$ cat src/rtl/tally_ctrl.sv
// Tally counter controller: button edge detect, IDLE/RUN/HOLD mode FSM, wrap/saturate count.
// One-cycle latency from button edge to outputs; no backpressure, button edges outside RUN are dropped.
module tally_ctrl #(
  parameter int WIDTH = 7,
  parameter int MAX   = 99,
  parameter int WRAP  = 1
) (
  input  logic             clk,
  input  logic             rst,
  input  logic             inc_lvl,
  input  logic             dec_lvl,
  input  logic             ss_lvl,
  input  logic             clr_lvl,
  output logic [WIDTH-1:0] times,
  output logic             running,
  output logic             at_max,
  output logic             at_zero,
  output logic             ovf
);

  typedef enum logic [1:0] {IDLE, RUN, HOLD} state_t;

  localparam logic [WIDTH-1:0] MAX_V = MAX[WIDTH-1:0];
  localparam logic [WIDTH-1:0] ONE   = {{(WIDTH-1){1'b0}}, 1'b1};

  state_t state;
  logic   inc_prev, dec_prev, ss_prev, clr_prev;
  logic   inc_rise, dec_rise, ss_rise, clr_rise;

  assign inc_rise = inc_lvl & ~inc_prev;
  assign dec_rise = dec_lvl & ~dec_prev;
  assign ss_rise  = ss_lvl  & ~ss_prev;
  assign clr_rise = clr_lvl & ~clr_prev;

  assign at_max  = (times == MAX_V);
  assign at_zero = (times == '0);

  always_ff @(posedge clk or negedge rst) begin
    if (!rst) begin
      state    <= IDLE;
      times    <= '0;
      running  <= 1'b0;
      ovf      <= 1'b0;
      // Prev registers start high so a button held through reset is not an event.
      inc_prev <= 1'b1;
      dec_prev <= 1'b1;
      ss_prev  <= 1'b1;
      clr_prev <= 1'b1;
    end else begin
      inc_prev <= inc_lvl;
      dec_prev <= dec_lvl;
      ss_prev  <= ss_lvl;
      clr_prev <= clr_lvl;

      if (clr_rise) begin
        state   <= IDLE;
        running <= 1'b0;
        times   <= '0;
        ovf     <= 1'b0;
      end else if (ss_rise) begin
        case (state)
          IDLE, HOLD: begin
            state   <= RUN;
            running <= 1'b1;
          end
          RUN: begin
            state   <= HOLD;
            running <= 1'b0;
          end
          default: begin
            state   <= IDLE;
            running <= 1'b0;
          end
        endcase
      end else if (state == RUN && (inc_rise != dec_rise)) begin
        if (inc_rise) begin
          if (times == MAX_V) begin
            ovf <= 1'b1;
            if (WRAP != 0) times <= '0;
          end else begin
            times <= times + ONE;
          end
        end else begin
          if (times == '0) begin
            ovf <= 1'b1;
            if (WRAP != 0) times <= MAX_V;
          end else begin
            times <= times - ONE;
          end
        end
      end
    end
  end

endmodule
$ cat config.mk
export PLATFORM = sky130hd
export DESIGN_NAME = tally_ctrl
export DESIGN_NICKNAME = d
export VERILOG_FILES = /design/src/rtl/tally_ctrl.sv
export SDC_FILE = /design/constraint.sdc
export NUM_CORES = 1
export LEC_CHECK = 0
export CORE_MARGIN = 1.5
export CORE_UTILIZATION = 42
export CTS_CLUSTER_DIAMETER = 150
export DETAILED_ROUTE_END_ITERATION = 7
export PLACE_DENSITY = 0.78
export SLEW_MARGIN = 20
export SYNTH_ARGS = -nofsm -noshare
export SYNTH_HDL_FRONTEND = slang
export SYNTH_SLANG_ARGS = --single-unit
$ cat constraint.sdc
create_clock -name clk -period 2.1 [get_ports clk]
set_input_delay 0.42 -clock clk [delete_from_list [all_inputs] [get_ports clk]]
set_output_delay 0.42 -clock clk [all_outputs]
set_load 0.05 [all_outputs]
After elaboration in Yosys (flattened, before gate mapping). Cells that the tools add are included.

Mux-type cells: 18. $add $sub $neg: 2. Multiply operators: 0. Div/mod/pow operators: 0. Reduce and logical (&&, ||, !) cells: 9. Eq/ne operators: 6. Shift operators: 0. Bitwise operators: 8. $lt $le $gt $ge: 0.

Operator list (count): two-way mux 7 bit (6); two-way mux 1 bit (9); adder 7 x 1 -> 7 bit, second input constant (1); == test 7 bit, second input constant (1); zero test 7 bit (1); subtractor 7 x 1 -> 7 bit, second input constant (1); bitwise AND 1 bit (4); two-way mux 2 bit (2); NOT 1 bit (4); case mux 2 bit (2 select lines) (1); AND reduction 4 bit (1); nonzero test 2 bit (2); inequality test 3 x 2 -> 1 bit, second input constant (1); nonzero test 3 bit (1); == test 2 x 1 -> 1 bit, second input constant (1); == test 2 bit, second input constant (1); zero test 2 bit (1); inequality test 2 x 1 -> 1 bit, second input constant (1); AND reduction 2 bit (1); OR reduction 2 bit (1); logical AND 1 bit (1); inequality test 1 bit (1).

Memories kept: 0. Bits in read-only memories: 0. Bits in registers: 15. Logic and storage cells: 51. Latch bits: 0. Output and inout port bits: 11. RAM bits: 0.

Logic depth before layout (Yosys ltp). Gate-level depths: netlist of run 1.

Depth in word-level cells: 7. Depth in mapped cells: 6.

Worst setup path before layout of run 1. OpenSTA, ideal clock, no wires.

Path type: register to output. From: reg times[4]. To: out at_max. Arrival time: 1.586 ns. Stages on the path, launching flop included: 5. Slack: 0.094 ns. Buffers on the path: 1. Cells stage by stage: dfrtp_1 -> clkbuf_1 -> nor3_1 -> nand4_1 -> inv_1.

Longest elaborated chain between the ends: 1.

RTL lines: start, declared (line 14) `output logic [WIDTH-1:0] times,`; start signal, assigned (line 81) `times <= times + ONE;`; start signal, assigned (line 88) `times <= times - ONE;`; == test 7 bit (line 35) `assign at_max = (times == MAX_V);`; end, declared (line 16) `output logic at_max,`.

No other way between the ends.

Worst setup path after layout of run 1.
From: reg times[2]. To: out at_zero.

Longest elaborated chain between the ends: 1.

RTL lines: zero test 7 bit (line 36) `assign at_zero = (times == '0);`; end, declared (line 17) `output logic at_zero,`.

No other way between the ends.

==> results of run 1 <==
## cells in the final DEF, fill, tap and decap left out, types with 2 or more instances in the layout
master / instances
nor2_1: 7
a21oi_1: 2
ha_1: 2
clkbuf_4: 3
inv_1: 4
nand2b_1: 3
o21a_1: 4
o211ai_1: 4
a32oi_1: 2
and2_1: 2
nand3_1: 4
o21ai_0: 2
buf_4: 13
dfrtp_1: 10
a22o_1: 2
a31oi_1: 2
nand2_1: 3
xnor2_1: 4
nand4_1: 3
nor2b_1: 4
dfstp_2: 4
clkdlybuf4s50_1: 9
o31ai_1: 2
buf_12: 2
## where the power goes
part,leakage (nW),internal (mW),switching [mW]
clock network,0.0177,0.0712,0.106
logic,0.312,0.375,0.510
registers,0.188,0.348,0.0790
## worst max path at each step
| stage | from | end | slack, ns | cells after the start |
|---|---|---|---|---|
| floorplan | times[4] | at_max | 0.09 | 4 |
| global placement | inc_lvl | times[4] | 0.11 | 6 |
| detailed placement | inc_lvl | times[4] | 0.06 | 6 |
| CTS | times[6] | times[6] | 0.03 | 1 |
| global route | times[2] | at_zero | 0.02 | 4 |
| finish | times[2] | at_zero | 0.09 | 4 |
## registers in the layout (all words and copies together) (netlist names)
register  count
running       1
ovf           1
state         2
dec_prev      1
inc_prev      1
times         7
clr_prev      1
ss_prev       1
## critical path, stage by stage, from the launching register on
cell and delay, ns:
dfrtp_1 0.47, nor4_4 0.34, nand3b_1 0.18, inv_1 0.15
buf_12 0.15
## stage by stage
stage | util | total power [mW] | hold WS, ns
after global placement | 0.575 | 1.28 | 0.479
after CTS | 0.589 | 1.47 | 0.511
after floorplan | - | 1.01 | 0.124
after detailed placement | 0.575 | 1.29 | 0.483
final | 0.594 | 1.49 | 0.505
after global routing | 0.594 | 1.57 | 0.532
## layer usage
metal | up-vias | routed length [um] | GRT usage
li1 | 404 | - | -
met4 | 0 | 57 | 0.111
met2 | 43 | 936 | 0.284
met5 | - | 0 | 0
met3 | 5 | 177 | 0.0212
met1 | 377 | 859 | 0.244
## cell type report
| type | instances | area, um^2 | area share |
|---|---|---|---|
| Sequential cell | 15 | 382 | 0.321 |
| Clock buffer | 3 | 22.5 | 0.0189 |
| Clock inverter | 1 | 5.00 | 0.00421 |
| Timing Repair Buffer | 25 | 240 | 0.202 |
| Inverter | 4 | 15.0 | 0.0126 |
| Tap cell | 27 | 33.8 | 0.0284 |
| Multi-Input combinational cell | 70 | 492 | 0.413 |
## cell families (layout without fill, tap and decap cells)
logic type / after synthesis / after routing / share of synthesized area
flops: 15 / 15 / 0.416
buf+inv: 9 / 33 / 0.0465
mux: 1 / 1 / 0.0109
fa+ha+maj: 2 / 2 / 0.0274
compound gates: 26 / 26 / 0.211
xor+xnor: 5 / 5 / 0.0479
simple gates: 36 / 36 / 0.241
## timing repair
action / CTS / global route
endpoints found under the hold margin: 0 / 0
pin swaps: 0 / 2
setup buffers: 0 / 1
gates resized for setup: 1 / 1
setup endpoints to repair: 1 / 2
==> run summary, run 1 <==
- Avg Cell Area, Syn: 9.73 um^2
- Initial Util: 0.457
- Least-Margin Pin Slew: 0.666 ns
- RSZ-0062 raised after global routing: false
- sequential-to-total area share from yosys stat: 0.416
- critical path data arrival time: 1.59 ns
- top area cells in the synthesized netlist: dfrtp_1 (30%), dfstp_2 (11%), xnor2_1 (3.8%)
- RePlAce Congestion: 0.925
- Clock Skews: 0.0113 ns
- kind of start point of the critical path: flop
- final routed wire length divided by cell count: 14.0 um
- setup TNS: 0 ns
- Maximum Capacitance Violations: 0
- post-route cell area: 1190 um^2
- terminus of the critical flop-to-flop path: times[4]
- ANT nets after route: 0
- number of inserted filler cells in the final layout: 178
- Pwr Density: 1250 nW/um^2
- mapped cell area: 915 um^2
- beginning of the worst hold path: ovf
- layout cell share with drive strength beyond 1: 0.220
- total DRC errors in the routed layout: 0
- worst slew margin relative to its limit: 0.555
- count of endpoints failing setup in the final report: 0
- result of the run: completed
- YS warnings: 0
- Core Box Area: 2000 um^2
- global route overflow: 0
- TritonCTS clock tree: built
- share of the cycle needed by the critical path after routing: 0.958
- pin count of the biggest net entering global routing: 16
- count of unique library cells instantiated by Yosys: 41
- Seq cells post-synth: 15
- antenna cell count: 0
- flop2flop setup slack: 0.36 ns
- post-route setup slack: 0.0884 ns
- detailed-router iteration count before antenna repair: 4
- cell area reported after detailed placement: 1150 um^2
- global-route wire length before repair: 3.37 mm
- area fraction of the dominant cell type after synthesis: 0.301
- detailed-route via count: 829
- non-filler cells, final: 145
- number of cells on the worst hold path: 1
- vias in the first global route: 755
- Async S/R FF share, synth: 1.00
- hold-fix buffer count after cts: 0
- post-synthesis net count: 102
- placed wire-length estimate: 1.49 mm
- cell total after placement: 140
- horizontal extent of the die: 49.7 um
- Most used DFF post-synth: dfrtp_1
- number of cell instances on the worst register-to-register path: 6
- reg-to-reg critical path startpoint: times[0]
- critical path peak fanout: 5
- shortest clock period the worst path allows after layout: 2.01 ns
- die outline area: 2470 um^2
- htree depth: 1
- maximum vdd ir drop: 0.000792 V
- Cell Rows: 16
- total routing resource utilization after global routing: 0.183
- source-to-sink clock delay at the later pin of the worst-skew pair: 0.30 ns
- number of primary I/O pins: 17
- total of buffers placed on input and output ports: 16
- number of nets in the layout: 127
- CP Data Required Time: 1.68 ns
- largest area contributor in the netlist: dfrtp_1
- kind of capture point of the worst setup path: primary output
- CP Class: reg2out
- synthesized instance count: 94
- number of enable flip-flop cells after synthesis: 0
- leading cell types by count after synthesis: dfrtp_1 (11), nor2_1 (7)
- Tightest Hold Check Type: reg2reg
- initial antenna violation count: 0
- number of buffers between clock root and the deepest sink: 2
- total CTS buffers: 3
- root buffer cell: clkbuf_4
- clock slew seen by the registers of the worst setup and hold paths: 0.10 ns
- final wirelength: 2.03 mm
- Lkg Pwr: 0.517 nW
- Min-Delay Endpoint: ovf
- average via count per standard cell: 5.72
- timing-limited maximum frequency: 497 MHz
- Hold Vio Cnt, Final: 0
- number of clock sinks: 15
- chip height: 49.7 um
- Setup WS pre-CTS: 0.0634 ns
- initial drt markers: 29
- most frequently used cell type in the post-synthesis netlist: dfrtp_1
- post-synthesis to final-layout area growth: 30.1%
- Slew Viols, Final: 0
Note: power is estimated with default switching activity, not from simulation.
==> run 2, diff against run 1 <==
--- a/config.mk
+++ b/config.mk
@@ -5,11 +5,14 @@
 export SDC_FILE = /design/constraint.sdc
 export NUM_CORES = 1
 export LEC_CHECK = 0
+export ABC_AREA = 1
 export CORE_MARGIN = 1.5
 export CORE_UTILIZATION = 42
 export CTS_CLUSTER_DIAMETER = 150
 export DETAILED_ROUTE_END_ITERATION = 7
-export PLACE_DENSITY = 0.78
+export GPL_ROUTABILITY_DRIVEN = 1
+export PLACE_DENSITY = 0.77
+export RECOVER_POWER = 25
 export SLEW_MARGIN = 20
 export SYNTH_ARGS = -nofsm -noshare
 export SYNTH_HDL_FRONTEND = slang
==> run 2 against run 1 <==
Net effect:
- via count grew 24%
- sequential power fell by 5.2%
- clock power is 3% lower
- highest routed layer unchanged
- first-iteration DRC count fell by 21%
- critical path type unchanged
- utilization down 5.6 points
- worst hold slack better by 0.0085 ns
- routed wire length up 20%
- maximum frequency fell by 0.51%
==> run summary, run 2 <==
- switching power of the nets: 0.653 mW, -6.0%
- Hold Vio Cnt, Final: 0, unchanged
- setup TNS: 0 ns, unchanged
- layout cell share with drive strength beyond 1: 0.263, +0.0431
- Most used DFF post-synth: dfrtp_1
- most frequently used cell type in the post-synthesis netlist: nand2_1
- count of buffering cells on the critical path with inverters included: 2, unchanged
- TritonCTS clock tree: built
- total of buffers placed on input and output ports: 16, unchanged
- RePlAce Congestion: 0.918, -0.79%
- Pwr Density: 1010 nW/um^2, -19%
- largest reg by FF count: times
- clock slew seen by the registers of the worst setup and hold paths: 0.10 ns, about the same
- reg-to-reg critical path startpoint: times[0]
- initial drt markers: 23, -21%
- flop2flop setup slack: 0.49 ns, +0.13 ns
- YS warnings: 0, unchanged
- family of cells with the greatest summed delay on the critical path: flip-flops
- Async S/R FF share, synth: 1.00, unchanged
- area fraction of the dominant cell type after synthesis: 0.253, -0.0478
- pin count of the biggest net entering global routing: 16, unchanged
- antenna cell count: 0, unchanged
- source-to-sink clock delay at the later pin of the worst-skew pair: 0.29 ns, about the same
- Min-Delay Endpoint: ovf
- final routed wire length divided by cell count: 12.4 um, -12%
- number of primary I/O pins: 17, unchanged
- sequential-to-total area share from yosys stat: 0.350, -0.0660
- RSZ-0062 raised after global routing: false
- maximum vdd ir drop: 0.000598 V, -24%
- post-synthesis to final-layout area growth: 21.6%
- total DRC errors in the routed layout: 0, unchanged
- worst slew margin relative to its limit: 0.458, -0.0965
- largest registers in the final layout: times (7), state (2)
- result of the run: completed
- number of clock sinks: 15, unchanged
- Lkg Pwr: 0.681 nW, +32%
- timing-limited maximum frequency: 495 MHz, -0.51%
- CP Class: reg2out
- Avg Cell Area, Syn: 7.35 um^2, -24%
- relative contribution of sequential cells to total power: 0.304, +0.017
- chip height: 53.9 um, +8.5%
- synthesized instance count: 148, +57%
- die outline area: 2900 um^2, +18%
- clock group share of total power: 0.129, +0.010
- root buffer cell: clkbuf_4
- global-route wire length before repair: 4.04 mm, +20%
- share of the cycle needed by the critical path after routing: 0.963, +0.00487
- largest area contributor in the netlist: dfrtp_1
- Internal: 0.681 mW, -14%
- simple-gate portion of the synthesized area: 0.449, +0.208
- commonest cells after routing, fill and taps aside: nand2_1 (44), nand3_1 (19), inv_1 (16), dfrtp_1 (9), nor2_1 (8)
- count of endpoints failing setup in the final report: 0, unchanged
- shortest clock period the worst path allows after layout: 2.02 ns, +0.0102 ns
- horizontal extent of the die: 53.9 um, +8.5%
- Initial Util: 0.443, -0.0140
- Cell Rows: 18, +2
- Seq cells post-synth: 15, unchanged
- number of buffers between clock root and the deepest sink: 2, unchanged
- main combinational cell family by area after synthesis: simple AND/OR/NAND/NOR gates
- terminus of the critical flop-to-flop path: times[4]
- critical path peak fanout: 8, +3
- number of cell instances on the worst register-to-register path: 9, +3
- global route overflow: 0, unchanged
- number of enable flip-flop cells after synthesis: 0, unchanged
- count of unique library cells instantiated by Yosys: 25, -39%
- proportion of total power due to net switching: 0.489, +0.0228
- average via count per standard cell: 5.20, -9.0%
- number of cells on the worst hold path: 2, +1
- post-synthesis net count: 156, +53%
- cells along the critical path: inv_2 -> ha_1 -> nand2_2 -> nor2_4 -> buf_12
- Least-Margin Pin Slew: 0.812 ns, +0.147 ns
- number of flip-flops under the largest register name: 7, unchanged
- Final Power: 1.33 mW, -10%
- placed wire-length estimate: 1.88 mm, +26%
- most common library cell in the layout ignoring fill and taps: nand2_1
- post-route setup slack: 0.0782 ns, -0.0102 ns
- kind of start point of the critical path: flop
- beginning of the worst hold path: ovf
- Tightest Hold Check Type: reg2reg
- total routing resource utilization after global routing: 0.193, +0.0100
- mapped cell area: 1090 um^2, +19%
- vias in the first global route: 913, +21%
- CP Data Required Time: 1.68 ns, about the same
- total CTS buffers: 3, unchanged
- delay of the slowest cell on the worst path: 0.47 ns, about the same
- number of nets in the layout: 176, +39%
- Setup WS pre-CTS: 0.259 ns, +0.196 ns
- share of the core filled with cells: 0.539, -0.0556
- compound-gate portion of the synthesized area: 0.0322, -0.178
- kind of capture point of the worst setup path: primary output
- critical path data arrival time: 1.60 ns, about the same
- detailed-router iteration count before antenna repair: 4, unchanged
- beginning of the critical path: times[0]
- Slew Viols, Final: 0, unchanged
- htree depth: 1, unchanged
- ANT nets after route: 0, unchanged
- top area cells in the synthesized netlist: dfrtp_1 (25%), nand2_1 (15%), dfstp_2 (9.7%)
- Core Box Area: 2450 um^2, +23%
- leading cell types by count after synthesis: nand2_1 (44), nand3_1 (19), inv_1 (16)
- multiplexer fraction of the synthesized cell area: 0, -0.0109
- initial antenna violation count: 0, unchanged
- Combinational Power Share: 0.567, -0.028
- arithmetic-cell share of the synthesized area counting full adders, half adders and majority gates: 0.0230, -0.00434
- CP max-delay cell: dfrtp_2
- Maximum Capacitance Violations: 0, unchanged
- share of the synthesized netlist area taken by xor and xnor gates: 0.0403, -0.00760
- Clock Skews: 0.00370 ns, -0.00755 ns
- detailed-route via count: 1025, +24%
- final wirelength: 2.44 mm, +20%
==> run 2: timing repair <==
action	4_1_cts	5_1_grt
cloned	0	0
pin swaps	0	0
buffers inserted	0	0
setup endpoints to repair	1	2
resized for setup	3	2
hold buffers	0	0
==> run 2: per-layer routing <==
metal | part of all wire | track usage
met5 | 0 | 0
met2 | 0.50 | 0.323
met3 | 0.036 | 0.0278
met4 | 0.027 | 0.0812
met1 | 0.44 | 0.248
==> run 2: worst min-delay path, cell delays in order, from the launching register on <==
cell and delay [ns]:
dfrtp_1 0.37, nand2_1 0.06, nand2_1 0.06
==> run 2: power groups by stage <==
stage | sequential, mW | clock, mW | combinational [mW]
2_1_floorplan | 0.501 | 0 | 0.443
3_3_place_gp | 0.407 | 0 | 0.741
3_5_place_dp | 0.410 | 0 | 0.755
4_1_cts | 0.407 | 0.172 | 0.759
5_1_grt | 0.412 | 0.184 | 0.820
6_report | 0.405 | 0.172 | 0.757
==> run 2: how the worst max path moves through the flow <==
stage	slack, ns	to	depth (start not counted)
4_1_cts	0.02	times[5]	1
6_report	0.08	at_zero	5
3_5_place_dp	0.26	at_max	5
3_3_place_gp	0.25	at_max	5
5_1_grt	0.008	at_zero	5
2_1_floorplan	0.01	at_max	4
==> run 2: final cells by class <==
cell class	instances	area [um^2]
clock buffers	3	22.5
clock inverters	1	5.00
fillers	250	1130
inverters	22	85.1
multi-input cells	108	603
flip-flops and latches	15	383
well taps	30	37.5
repair buffers	18	186
==> run 2: kinds of logic after synthesis <==
kind of cell / count (synthesis)
compound gates: 6
simple gates: 95
buf+inv: 25
fa+ha+maj: 2
flops: 15
xor+xnor: 5
==> run 2: per-stage QoR <==
stage          hold WS (ns)  instance area (um^2)  instances
2_1_floorplan         0.124                  1090        148
3_3_place_gp          0.468                  1280        193
3_5_place_dp          0.502                  1280        193
4_1_cts               0.456                  1320        197
5_1_grt               0.546                  1320        197
6_report              0.513                  1320        197
==> run 3, diff against run 2 <==
--- a/config.mk
+++ b/config.mk
@@ -6,12 +6,11 @@
 export NUM_CORES = 1
 export LEC_CHECK = 0
 export ABC_AREA = 1
-export CORE_MARGIN = 1.5
 export CORE_UTILIZATION = 42
 export CTS_CLUSTER_DIAMETER = 150
 export DETAILED_ROUTE_END_ITERATION = 7
 export GPL_ROUTABILITY_DRIVEN = 1
-export PLACE_DENSITY = 0.77
+export PLACE_DENSITY = 0.72
 export RECOVER_POWER = 25
 export SLEW_MARGIN = 20
 export SYNTH_ARGS = -nofsm -noshare
==> run 3 against run 2 <==
Net effect:
- global-route usage increased by 0.85 points
- worst hold slack got worse by 0.030 ns
- cell count unchanged
- clock skew down 0.0035 ns
- sequential share of layout area increased by 0.055 points
- flip-flop and latch count unchanged
- total power about the same
- sequential power down 2%
- utilization is 0.10 points lower
- clock-buffer cell count stayed put
==> run summary, run 3 (synthesis gave the netlist of run 2 again) <==
- result of the run: completed
- worst slew margin relative to its limit: 0.549, +0.0904
- initial drt markers: 16, -30%
- largest reg by FF count: times
- reg-to-reg critical path startpoint: times[0]
- pin count of the biggest net entering global routing: 16, unchanged
- total routing resource utilization after global routing: 0.202, +0.00851
- critical path data arrival time: 1.59 ns, about the same
- global-route wire length before repair: 4.14 mm, +2.4%
- total CTS buffers: 3, unchanged
- shortest clock period the worst path allows after layout: 2.01 ns, -0.0154 ns
- Hold Vio Cnt, Final: 0, unchanged
- average via count per standard cell: 5.17, -0.59%
- htree depth: 1, unchanged
- cells along the critical path: ha_2 -> nand2_1 -> nand3b_2 -> inv_1 -> buf_12
- count of endpoints failing setup in the final report: 0, unchanged
- flop2flop setup slack: 0.55 ns, +0.06 ns
- CP max-delay cell: dfrtp_2
- setup TNS: 0 ns, unchanged
- root buffer cell: clkbuf_4
- Slew Viols, Final: 0, unchanged
- commonest cells after routing, fill and taps aside: nand2_1 (44), nand3_1 (19), inv_1 (16), dfrtp_1 (9), nor2_1 (8)
- detailed-route via count: 1019, -0.59%
- maximum vdd ir drop: 0.000766 V, +28%
- RSZ-0062 raised after global routing: false
- CP Class: reg2out
- kind of capture point of the worst setup path: primary output
- number of cell instances on the worst register-to-register path: 9, unchanged
- beginning of the critical path: times[1]
- TritonCTS clock tree: built
- critical path peak fanout: 6, -2
- post-synthesis to final-layout area growth: 21.4%
- terminus of the critical flop-to-flop path: times[3]
- Cell Rows: 18, unchanged
- Least-Margin Pin Slew: 0.675 ns, -0.138 ns
- chip height: 52.9 um, -1.9%
- CP Data Required Time: 1.68 ns, about the same
- initial antenna violation count: 0, unchanged
- number of nets in the layout: 176, unchanged
- family of cells with the greatest summed delay on the critical path: flip-flops
- kind of start point of the critical path: flop
- largest registers in the final layout: times (7), state (2)
- Initial Util: 0.443, unchanged
- Lkg Pwr: 0.684 nW, +0.52%
- final routed wire length divided by cell count: 12.1 um, -2.3%
- antenna cell count: 0, unchanged
- final wirelength: 2.38 mm, -2.3%
- clock slew seen by the registers of the worst setup and hold paths: 0.09 ns, about the same
- critical path endpoint: at_max
- die outline area: 2800 um^2, -3.7%
- delay of the slowest cell on the worst path: 0.44 ns, -0.03 ns
- number of flip-flops under the largest register name: 7, unchanged
- total DRC errors in the routed layout: 0, unchanged
- Final Power: 1.33 mW, about the same
- horizontal extent of the die: 52.9 um, -1.9%
- detailed-router iteration count before antenna repair: 4, unchanged
- placed wire-length estimate: 1.87 mm, -0.95%
- total of buffers placed on input and output ports: 16, unchanged
- number of buffers between clock root and the deepest sink: 2, unchanged
- global route overflow: 0, unchanged
- Clock Skews: 0.000226 ns, -0.00348 ns
- source-to-sink clock delay at the later pin of the worst-skew pair: 0.29 ns, about the same
- # Post-CTS Setup Buffers: 0, unchanged
- Pwr Density: 1010 nW/um^2, +0.12%
- Tightest Hold Check Type: reg2reg
- most common library cell in the layout ignoring fill and taps: nand2_1
- timing-limited maximum frequency: 498 MHz, +0.77%
- RePlAce Congestion: 0.977, +6.5%
- number of cells on the worst hold path: 2, unchanged
- number of primary I/O pins: 17, unchanged
- share of the core filled with cells: 0.538, -0.00102
- Core Box Area: 2450 um^2, unchanged
- layout cell share with drive strength beyond 1: 0.275, +0.0120
- non-filler cells, final: 197, unchanged
- share of the cycle needed by the critical path after routing: 0.955, -0.00731
- number of clock sinks: 15, unchanged
- cell total after placement: 193, unchanged
- ANT nets after route: 0, unchanged
- number of cells on the critical path: 5, unchanged
- count of buffering cells on the critical path with inverters included: 2, unchanged
- vias in the first global route: 983, +7.7%
- Maximum Capacitance Violations: 0, unchanged
==> run 3: timing repair <==
item	4_1_cts	5_1_grt
endpoints found under the hold margin	0	0
endpoints found under the setup margin	1	3
hold buffers	0	0
resized for setup	1	4
gates cloned	0	0
==> run 3: layout make-up <==
type / count / area (um^2)
Inverter: 22 / 85.1
Fill cell: 236 / 1130
Clock buffer: 3 / 22.5
Timing Repair Buffer: 18 / 190
Sequential cell: 15 / 383
Tap cell: 30 / 37.5
Clock inverter: 1 / 5.00
Multi-Input combinational cell: 108 / 597
==> run 3: worst min-delay path by stage <==
stage,from,endpoint
3_3_place_gp,ovf,ovf
6_report,ovf,ovf
5_1_grt,ovf,ovf
4_1_cts,ovf,ovf
2_1_floorplan,rst,ovf
3_5_place_dp,ovf,ovf
==> run 3: tightest hold or removal path: stages (launching register included) <==
cell	delay [ns]
dfrtp_1	0.35
nand2_1	0.05
nand2_1	0.05
==> run 3: report_power, final <==
| part | switching (mW) | internal, mW | total, mW |
|---|---|---|---|
| registers | 0.0591 | 0.336 | 0.395 |
| clock network | 0.0958 | 0.0708 | 0.167 |
| logic | 0.491 | 0.280 | 0.771 |
==> run 3: metrics by stage <==
stage | hold WS (ns) | setup WS [ns] | instance area (um^2)
finish | 0.483 | 0.0936 | 1320
global route | 0.544 | 0.0159 | 1320
CTS | 0.487 | 0.0104 | 1310
detailed placement | 0.464 | 0.330 | 1280
global placement | 0.467 | 0.342 | 1280
floorplan | 0.124 | 0.0134 | 1090
==> run 3: per-layer routing <==
metal	GRT usage	routed length, um
met3	0.0374	90
met5	0	0
met2	0.357	1220
met1	0.244	1040
met4	0.0658	30
